<file path="src/rtl/hazard_stall_controller.sv">
// hazard_stall_controller
//   Sequences a 5-stage pipeline around the hazards that operand forwarding
//   cannot cover. It handles three cases:
//     - load-use stalls
//     - stalls behind the multi-cycle MULT/DIV unit
//     - taken-branch flushes
//   It also keeps a saturating count of stall cycles.
//
// Parameters
//   MD_LAT  cycles the MULT/DIV unit stays busy after issue (1..255)
//   CNT_W   width of Stall_Cycles
//
// Ports
//   CLOCK           in   pipeline clock, all state updates on posedge
//   RESET           in   synchronous active-high reset
//   Instruction_IN  in   instruction in ID (IF/ID register)
//   IDEX_MemRead    in   instruction in EX is a load
//   IDEX_RegD       in   destination register of the instruction in EX
//   Branch_Taken    in   branch/jump resolved taken in EX this cycle
//   PC_Write        out  PC updates this cycle
//   IFID_Write      out  IF/ID register loads this cycle
//   IFID_Flush      out  IF/ID register loads a NOP
//   IDEX_Bubble     out  ID/EX control fields zeroed
//   MD_Busy         out  MULT/DIV unit occupied
//   Stall_Cycles    out  stall cycles since reset, saturating
`timescale 1ns/1ps

module hazard_stall_controller #(
  parameter int MD_LAT = 8,
  parameter int CNT_W  = 16
) (
  input  logic             CLOCK,
  input  logic             RESET,
  input  logic [31:0]      Instruction_IN,
  input  logic             IDEX_MemRead,
  input  logic [4:0]       IDEX_RegD,
  input  logic             Branch_Taken,
  output logic             PC_Write,
  output logic             IFID_Write,
  output logic             IFID_Flush,
  output logic             IDEX_Bubble,
  output logic             MD_Busy,
  output logic [CNT_W-1:0] Stall_Cycles
);

  typedef enum logic {
    IDLE    = 1'b0,
    MD_BUSY = 1'b1
  } md_state_t;

  localparam logic [7:0] MD_LOAD = 8'(MD_LAT - 1);

  md_state_t  state, state_next;
  logic [7:0] md_cnt, md_cnt_next;

  logic [5:0] op, fn;
  logic [4:0] rs, rt;
  logic       uses_rt, load_use, md_issue, md_read, md_hazard, stall;
  logic       unused_bits;

  assign op = Instruction_IN[31:26];
  assign rs = Instruction_IN[25:21];
  assign rt = Instruction_IN[20:16];
  assign fn = Instruction_IN[5:0];

  // The rd/shamt field is irrelevant to hazard detection.
  assign unused_bits = ^Instruction_IN[15:6];

  // R-type, beq, bne and sw read rt; everything else reads rs only.
  assign uses_rt = (op == 6'h00) || (op == 6'h04) || (op == 6'h05) || (op == 6'h2B);

  assign load_use = IDEX_MemRead && (IDEX_RegD != 5'd0) &&
                    ((IDEX_RegD == rs) || (uses_rt && (IDEX_RegD == rt)));

  assign md_issue = (op == 6'h00) &&
                    ((fn == 6'h18) || (fn == 6'h19) || (fn == 6'h1A) || (fn == 6'h1B));
  assign md_read  = (op == 6'h00) && ((fn == 6'h10) || (fn == 6'h12));

  // Busy is masked during reset so it drops in the same cycle RESET rises.
  assign MD_Busy   = (state == MD_BUSY) && !RESET;
  assign md_hazard = MD_Busy && (md_issue || md_read);
  assign stall     = load_use || md_hazard;

  // Pipeline controls in priority order reset > branch > stall > run,
  // plus the MULT/DIV occupancy FSM.
  always_comb begin
    PC_Write    = 1'b1;
    IFID_Write  = 1'b1;
    IFID_Flush  = 1'b0;
    IDEX_Bubble = 1'b0;
    state_next  = state;
    md_cnt_next = md_cnt;

    if (RESET) begin
      PC_Write    = 1'b0;
      IFID_Write  = 1'b0;
      IFID_Flush  = 1'b1;
      IDEX_Bubble = 1'b1;
    end else if (Branch_Taken) begin
      IFID_Flush  = 1'b1;
      IDEX_Bubble = 1'b1;
    end else if (stall) begin
      PC_Write    = 1'b0;
      IFID_Write  = 1'b0;
      IDEX_Bubble = 1'b1;
    end

    // The unit is claimed only when the MULT/DIV op actually leaves ID.
    // A branch in MD_BUSY does not touch the count because that op is
    // already past EX.
    case (state)
      IDLE: begin
        if (md_issue && !stall && !Branch_Taken) begin
          state_next  = MD_BUSY;
          md_cnt_next = MD_LOAD;
        end
      end
      MD_BUSY: begin
        if (md_cnt != 8'd0) begin
          md_cnt_next = md_cnt - 8'd1;
        end else begin
          state_next = IDLE;
        end
      end
      default: state_next = IDLE;
    endcase
  end

  always_ff @(posedge CLOCK) begin
    if (RESET) begin
      state        <= IDLE;
      md_cnt       <= 8'd0;
      Stall_Cycles <= '0;
    end else begin
      state  <= state_next;
      md_cnt <= md_cnt_next;
      if (!Branch_Taken && stall && (Stall_Cycles != {CNT_W{1'b1}})) begin
        Stall_Cycles <= Stall_Cycles + 1'b1;
      end
    end
  end

endmodule

</file>
<file path="config.mk">
export PLATFORM = sky130hd
export DESIGN_NAME = hazard_stall_controller
export DESIGN_NICKNAME = d
export VERILOG_FILES = /design/src/rtl/hazard_stall_controller.sv
export SDC_FILE = /design/constraint.sdc
export NUM_CORES = 1
export LEC_CHECK = 0
export ABC_AREA = 1
export CAP_MARGIN = 15
export CELL_PAD_IN_SITES_DETAIL_PLACEMENT = 1
export CELL_PAD_IN_SITES_GLOBAL_PLACEMENT = 1
export CORE_ASPECT_RATIO = 0.9
export CORE_MARGIN = 4
export CORE_UTILIZATION = 33
export CTS_CLUSTER_SIZE = 25
export DETAILED_ROUTE_END_ITERATION = 6
export PLACE_DENSITY_LB_ADDON = 0.3
export RECOVER_POWER = 50
export SYNTH_ARGS = -nofsm -noshare
export SYNTH_HDL_FRONTEND = slang
export SYNTH_SLANG_ARGS = --single-unit
</file>
<file path="constraint.sdc">
create_clock -name CLOCK -period 5.35 [get_ports CLOCK]
set_input_delay 0.8025 -clock CLOCK [delete_from_list [all_inputs] [get_ports CLOCK]]
set_output_delay 0.8025 -clock CLOCK [all_outputs]
set_load 0.03 [all_outputs]
</file>
==> results, run 1 <==
- The flow ran to the end, and the final reports show no timing, DRC or antenna violations.
- The total placed cells including tap cells is 384.
- The TritonCTS clock tree is done.
- The residual DRC count is 0.
- The number of global-route vias before repair is between 1,500 and 2,000.
- The endpoint kind of the worst setup timing path is an output pin.
- The overall die height is 77.8 um.
- The worst hold-check slack is 482 ps.
- The initial cell density of the core is 0.340.
- Buffers inserted during clock tree synthesis total 3.
- After synthesis the cells add up to 1790 um^2.
- The final count of hold timing violations came to 0.
- The number of flops mapped to enable cells by yosys is 0.
- Of the synthesized area, sequential elements account for 0.280.
- The kind of cell with the highest combined delay along the critical path is buffers and inverters.
- The stage delay of the slowest cell on the critical path is 700 ps.
- No sink is reached through more buffers than the 2 on the longest clock path.
- The area of the die is 6650 um^2.
- The number of buffers and inverters on the critical path is 4.
- The standard cell core area is 5260 um^2.
- Synthesis produced a netlist with a net count of 319.
- Routability-driven placement finished with a final weighted congestion of 0.779.
- Of the available clock period, the critical path in the final layout requires 0.759.
- For the worst-skew pair, the clock arrives at the later sink with an insertion delay of 270 ps.
- The number of cells on the worst reg-to-reg path is 10.
- The signal on the critical path passes through dlygate4sd3_1, inv_1, nand3_1, o21ai_0, inv_2, nand2_1, nand2_1, a21oi_1, clkdlybuf4s50_1.
- The number of clock sinks is 25.
- Along the worst path, the maximum fanout reaches 16.
- After the last flow step, the layout net total stands at 365.
- The dominant synthesized flop cell is sky130_fd_sc_hd__dfxtp_1.
- The number of different library cells in the post-synthesis netlist is 30.
- STA classifies the critical path startpoint as a primary input.
- The peak supply drop is between 0.1 and 0.15 mV.
- STA puts the critical path data arrival time at 3260 ps.
- Of the total power, the share spent switching nets is 0.256.
- The internal power is 268 uW.
- The worst setup path is of the in2out kind.
- The count of standard-cell rows is 25.
- Entering global routing, the biggest net connects 20 pins.
- The power share of the combinational group is 0.154.
- The maximum clock frequency is roughly 250 MHz.
- The number of gates on the worst path with buffers counted is 9.
- The endpoint identified for the worst register-to-register timing path is Stall_Cycles[0].
- Once layout is complete, the utilization of the core stands at 0.446.
- Setup violations remaining at the end of the flow were counted as 0.
- The global-route usage over all layers is 0.170.
- The relative max-transition margin is 0.375.
- The layout overhead on the synthesized area is 31.4%.
- The final routed wire length divided by cell count is 14.0 um.
- The count of input and output buffers is 50.
- The number of max-slew violations in the final report came to 0.
- The wire length of the first global-routing pass is 9370 um.
- Data on the critical path is required at its endpoint by ~4600 ps.
- After synthesis, the share of flip-flops with an asynchronous set or reset is 0.
- Of the total power, registers draw 0.519.
- The area of all placed cells without fillers is 2350 um^2.
- The synthesized instance count is between 200 and 300.
- The class of the tightest hold or removal check is reg2reg.
- The number of max-cap violations is 0.
- The CTS clock-pin slew for the worst setup and hold paths is approximately 90 ps.
- In this run the number of H-tree levels came out at 1.
- For the pin with the worst max-slew slack, the measured transition is between 900 and 1000 ps.
- Setup repair after global routing left no endpoint under its margin.
- The number of vias after detailed routing is 1,936.
- The number of antenna diodes in the final layout is 0.
- The sum of negative setup slack is 0 ps.
- Subtracting the final worst setup slack from the clock period gives 4060 ps.
- The slowest cell on the critical path is sky130_fd_sc_hd__clkdlybuf4s50_1.
- The post-CTS setup repair buffer count is 0.
- The quantity of hold-fixing buffers added after cts is 0.
- In this run the critical register-to-register path is launched from Stall_Cycles[0].
- The clock root buffer is sky130_fd_sc_hd__clkbuf_8.
- Detailed placement finished with a half-perimeter wire length of between 4000 and 5000 um.
- After detailed routing, the number of vias per cell comes to 4.99.
- The post-synthesis sequential element count is 25.
- The final cell count without fillers is 388.
- For flop-to-flop paths, the worst setup slack is 2750 ps.
- In this run the worst setup path begins at IDEX_RegD[1].
- The most frequent cell after synthesis is sky130_fd_sc_hd__nand2_1.
- After the first detailed-routing iteration, the DRC count stood at slightly below 70.
- The number of detailed-routing iterations run before antenna repair is 4.
- The portion of synthesized cell area occupied by the leading cell type is 0.280.
- The synthesized design spends more area on one cell type than any other, namely sky130_fd_sc_hd__dfxtp_1.
- The most frequent cell on the critical path is sky130_fd_sc_hd__nand2_1.
- The number of warnings printed during yosys synthesis is 0.
- The initial antenna violation count came to 0.
- In the final layout, the share of cells above drive strength 1 is 0.0498.
- Gates resized during post-CTS repair numbered 0.
- The die is 85.5 um wide.
- The setup skew after layout is 2.09 ps.
- The number of placed I/O pins is 62.
- The count of nets left with antenna violations once routing finished came out at 0.
- The placed standard-cell area is 2310 um^2.
- For this design the static power due to leakage is just over 0.001 uW.
- The commonest cells after synthesis are 63 x sky130_fd_sc_hd__nand2_1, 31 x sky130_fd_sc_hd__nor2_1, 27 x sky130_fd_sc_hd__inv_1.
- The total overflow left after global routing is 0.
- In the post-synthesis netlist, the biggest area contributors are sky130_fd_sc_hd__dfxtp_1 28%, sky130_fd_sc_hd__nand2_1 13%, sky130_fd_sc_hd__xor2_1 8.8%.
- The net switching power is approximately 90 uW.
- The worst setup path endpoint is PC_Write.
- The routed wire length is 5430 um.
- The clock network fraction of total power is 0.327.
- Averaged over all synthesized cells, the footprint is 6.47 um^2.
- Power spread over the standard cell area amounts to 153 nW/um^2.
power groups by stage:
stage	Sequential, uW	Combinational (uW)	Clock, uW
4_1_cts	187	56.9	125
5_1_grt	187	61.0	132
3_3_place_gp	191	55.2	0
3_5_place_dp	191	56.5	0
6_report	187	55.4	117
2_1_floorplan	191	23.8	0
flip-flops by register name, indices dropped and copies added, names as in the netlist:
signal	count
Stall_Cycles	16
md_cnt	8
state	1
cell type report:
type                       instances  area (um^2)
multi-input combinational        207         1080
tap                               67         83.8
clock buffer                       3         41.3
sequential                        25          500
clock inverter                     1         5.00
inverter                          34          128
fill                             705         2910
timing repair buffer              51          508
layer usage:
layer  global-route usage  vias to the layer above  part of all wire
met1                0.243                      901              0.51
met2                0.274                       42              0.44
li1                     -                      991                 -
met3               0.0287                        2             0.045
met4               0.0237                        0            0.0053
met5                    0                        -                 0
kinds of logic after synthesis:
family	share of synthesized area
flops	0.280
compound gates	0.0841
simple gates	0.397
buf+inv	0.107
fa+ha+maj	0.0140
xor+xnor	0.118
placed cells by master (no fill, tap or decap), drive strengths merged:
master / count
a21oi: 22
nand2: 65
o211ai: 1
ha: 2
nor2: 33
clkbuf: 3
nor3: 8
inv: 34
o21ai: 5
clkdlybuf4s50: 33
buf: 1
dlygate4sd3: 17
o21bai: 1
nor4: 2
or2: 2
nand3: 19
xnor2: 6
dfxtp: 25
nand4: 23
xor2: 18
clkinv: 1
worst min path at each step:
stage                          from   endpoint  slack, ps  depth (start not counted)
final                     md_cnt[0]  md_cnt[0]        480                          2
after global routing      md_cnt[0]  md_cnt[0]        550                          2
after CTS                 md_cnt[0]  md_cnt[0]        490                          2
after detailed placement  md_cnt[0]  md_cnt[0]        470                          2
after global placement    md_cnt[0]  md_cnt[0]        450                          2
after floorplan           md_cnt[0]  md_cnt[0]        430                          2
stage by stage:
stage | power (uW) | setup slack [ps]
after CTS | 368 | 1490
final | 359 | 1290
after global placement | 246 | 1530
after floorplan | 215 | 2060
after detailed placement | 247 | 1500
after global routing | 379 | 1080
tightest hold or removal path, delay by kind of cell (launching register included):
family,cells,cell delay (ps)
flops,1,340
compound gates,1,70
buf+inv,1,50
Power figures use the tool's default switching activity.
==> run 2, diff against run 1 <==
--- a/config.mk
+++ b/config.mk
@@ -11,7 +11,7 @@
 export CELL_PAD_IN_SITES_GLOBAL_PLACEMENT = 1
 export CORE_ASPECT_RATIO = 0.9
 export CORE_MARGIN = 4
-export CORE_UTILIZATION = 33
+export CORE_UTILIZATION = 31
 export CTS_CLUSTER_SIZE = 25
 export DETAILED_ROUTE_END_ITERATION = 6
 export PLACE_DENSITY_LB_ADDON = 0.3
==> constraint.sdc (replaced) <==
create_clock -name CLOCK -period 3.9 [get_ports CLOCK]
set_input_delay 0.585 -clock CLOCK [delete_from_list [all_inputs] [get_ports CLOCK]]
set_output_delay 0.585 -clock CLOCK [all_outputs]
set_load 0.03 [all_outputs]
==> run 2 against run 1 <==
Net effect: clock-buffer cell count unchanged; setup slack got worse by 700 ps; die area up 5.8%; combinational power up 38%; register-to-register slack got worse by 1600 ps; core utilization decreased by 1.2 points; wire length down 0.41%; worst hold slack lost 10 ps; critical endpoint is now Stall_Cycles[0]; largest power group unchanged.
==> results, run 2 (synthesis results as in run 1) <==
- The flow ran to the end, and the final reports show no timing, DRC or antenna violations.
- The area of the die is 7040 um^2.
- Setup repair after global routing left no endpoint under its margin.
- The top cell types in the final layout, fill and taps aside, are 63 x sky130_fd_sc_hd__nand2_1, 34 x sky130_fd_sc_hd__clkdlybuf4s50_1, 31 x sky130_fd_sc_hd__nor2_1.
- The number of vias after detailed routing is between 1,500 and 2,000.
- The number of max-slew violations in the final report is 0.
- The standard cell core area is 5410 um^2.
- Data on the critical path is required at its endpoint by roughly 4100 ps.
- After routing, the total negative slack on setup checks comes to 0 ps.
- For the pin with the worst max-slew slack, the measured transition is approximately 1000 ps.
- Hold repair after CTS inserted 0 buffers.
- The share of the cycle needed by the critical path after routing is 0.847.
- For this design the ratio of total power to cell area is 209 nW/um^2.
- The worst setup path is captured at a register.
- The number of clock sinks is 25.
- The maximum count of clock buffers along a single path is 2.
- The number of flip-flops in the largest register is 16.
- Derived from the worst setup path, the maximum achievable clock frequency is 303 MHz.
- The largest registers in the layout are Stall_Cycles (16), md_cnt (8), state (1).
- The count of nets left with antenna violations once routing finished came out at 0.
- The layout overhead on the synthesized area is 31.7%.
- The critical path class is in2reg.
- The worst-case IR drop observed on VDD is around 0.18 mV.
- Setup violations remaining at the end of the flow were counted as 0.
- The floorplan step set the die width to 88.0 um.
- For this run, the post-layout net count is around 370.
- The maximum number of pins on one net before global-route repair is 20.
- The most common cell after layout, fill and taps aside is sky130_fd_sc_hd__nand2_1.
- In this run the core area contains 25 standard-cell rows.
- The count of input and output buffers is 50.
- The number of placed I/O pins is between 60 and 70.
- The number of CTS-inserted buffers is 3.
- The number of antenna cells inserted is 0.
- Counting I/O delays and the setup requirement, the final critical path takes 3300 ps.
- The routed wire length is approximately 5400 um.
- The tree is rooted in a sky130_fd_sc_hd__clkbuf_8.
- The relative max-transition margin is 0.339.
- The routability congestion estimate from global placement is 0.819.
- The ratio of routed vias to standard cells is 4.96.
- The post-cts resize count is 0.
- Summed over all nets, the half-perimeter wirelength after detailed placement is 4060 um.
- The H-tree depth is 1.
- The leakage power summed over all cells is 0.00101 uW.
- The total grt overflow is 0.
- The kind of start point of the critical path is a primary input.
- The die is 80.0 um tall.
- The final count of hold timing violations is 0.
- The number of global-route vias before repair is 1,886.
- The CTS clock-pin slew for the worst setup and hold paths is 90 ps.
- For this run, design rule violations remaining after detail routing come to 0.
- Buffers added to address setup during post-CTS repair amount to 0.
- The initial cell density of the core is 0.330.
- In the final routed layout, each cell accounts on average for 13.9 um.
- At the end of the flow the core is filled with cells to 0.435.
- For this run, the number of standard cells in the final layout without fillers is 389.
- The first detailed-routing pass took 4 iterations.
- TritonCTS built the clock tree.
- In the global route stage, overall resource usage came out at 0.159.
- The maximum fanout count along the critical path is 18.
- The later pin in the worst-skew pair is clocked with a latency of ~270 ps.
- The first global-routing pass estimated 9030 um of wire.
- The data arrival at the endpoint of the critical path is approximately 3500 ps.
- Across the routed clock network, the largest skew measured is between 4 and 5 ps.
- Power comes to 491 uW.
- The class of the tightest hold or removal check is reg2reg.
- The total placed cells including tap cells is 385.
- Max-cap violations in this run came to 0.
- In the final layout, the share of cells above drive strength 1 is 0.0559.
- The first-iteration detailed-routing DRC count is 81.
- The initial antenna violation count is 0.
- On the final layout, the worst hold slack is about 470 ps.
- The register with the highest flop count is Stall_Cycles.
run 2: cell types whose count changed in the layout (fill, tap and decap cells not counted), sizes merged:
| cell | before | now |
|---|---|---|
| clkbuf | 3 | 4 |
| clkdlybuf4s50 | 33 | 34 |
| dlygate4sd3 | 17 | 16 |
run 2: cell type report:
cell class | count | area (um^2)
Clock inverter | 1 | 5.00
Multi-Input combinational cell | 207 | 1080
Sequential cell | 25 | 500
Timing Repair Buffer | 52 | 512
Clock buffer | 3 | 41.3
Inverter | 34 | 128
Fill cell | 736 | 3060
Tap cell | 67 | 83.8
run 2: metrics by stage:
stage | area [um^2] | setup WS, ps
2_1_floorplan | 1790 | 1050
5_1_grt | 2350 | 345
3_3_place_gp | 2320 | 700
3_5_place_dp | 2320 | 690
6_report | 2350 | 595
4_1_cts | 2370 | 685
run 2: path summary, 6_finish.rpt:
path,start,depth (start not counted),slack (ps),to
setup / recovery,Instruction_IN[27],9,600,Stall_Cycles[0]
hold reg to reg,md_cnt[0],2,470,md_cnt[0]
setup reg to reg,state,8,1120,Stall_Cycles[0]
hold / removal,md_cnt[0],2,470,md_cnt[0]
run 2: power breakdown:
| group | internal, uW | switching [uW] |
|---|---|---|
| sequential | 255 | 0.446 |
| clock | 71.6 | 86.9 |
| combinational | 40.3 | 36.2 |
run 2: metal layers:
layer  wire length [um]  track usage  vias up
li1                   -            -      993
met1               2830        0.242      873
met2               2130        0.231       62
met3                413       0.0289        2
met4                 28       0.0276        0
met5                  0            0        -
run 2: critical path, stage by stage:
cell                              delay (ps)
sky130_fd_sc_hd__clkdlybuf4s50_1         450
sky130_fd_sc_hd__or2_0                   260
sky130_fd_sc_hd__nor3_1                  190
sky130_fd_sc_hd__nand4_1                 170
sky130_fd_sc_hd__nand2_2                 120
sky130_fd_sc_hd__clkbuf_1                560
sky130_fd_sc_hd__nand3_1                 750
sky130_fd_sc_hd__nor2_1                  300
sky130_fd_sc_hd__nor2_1                   70
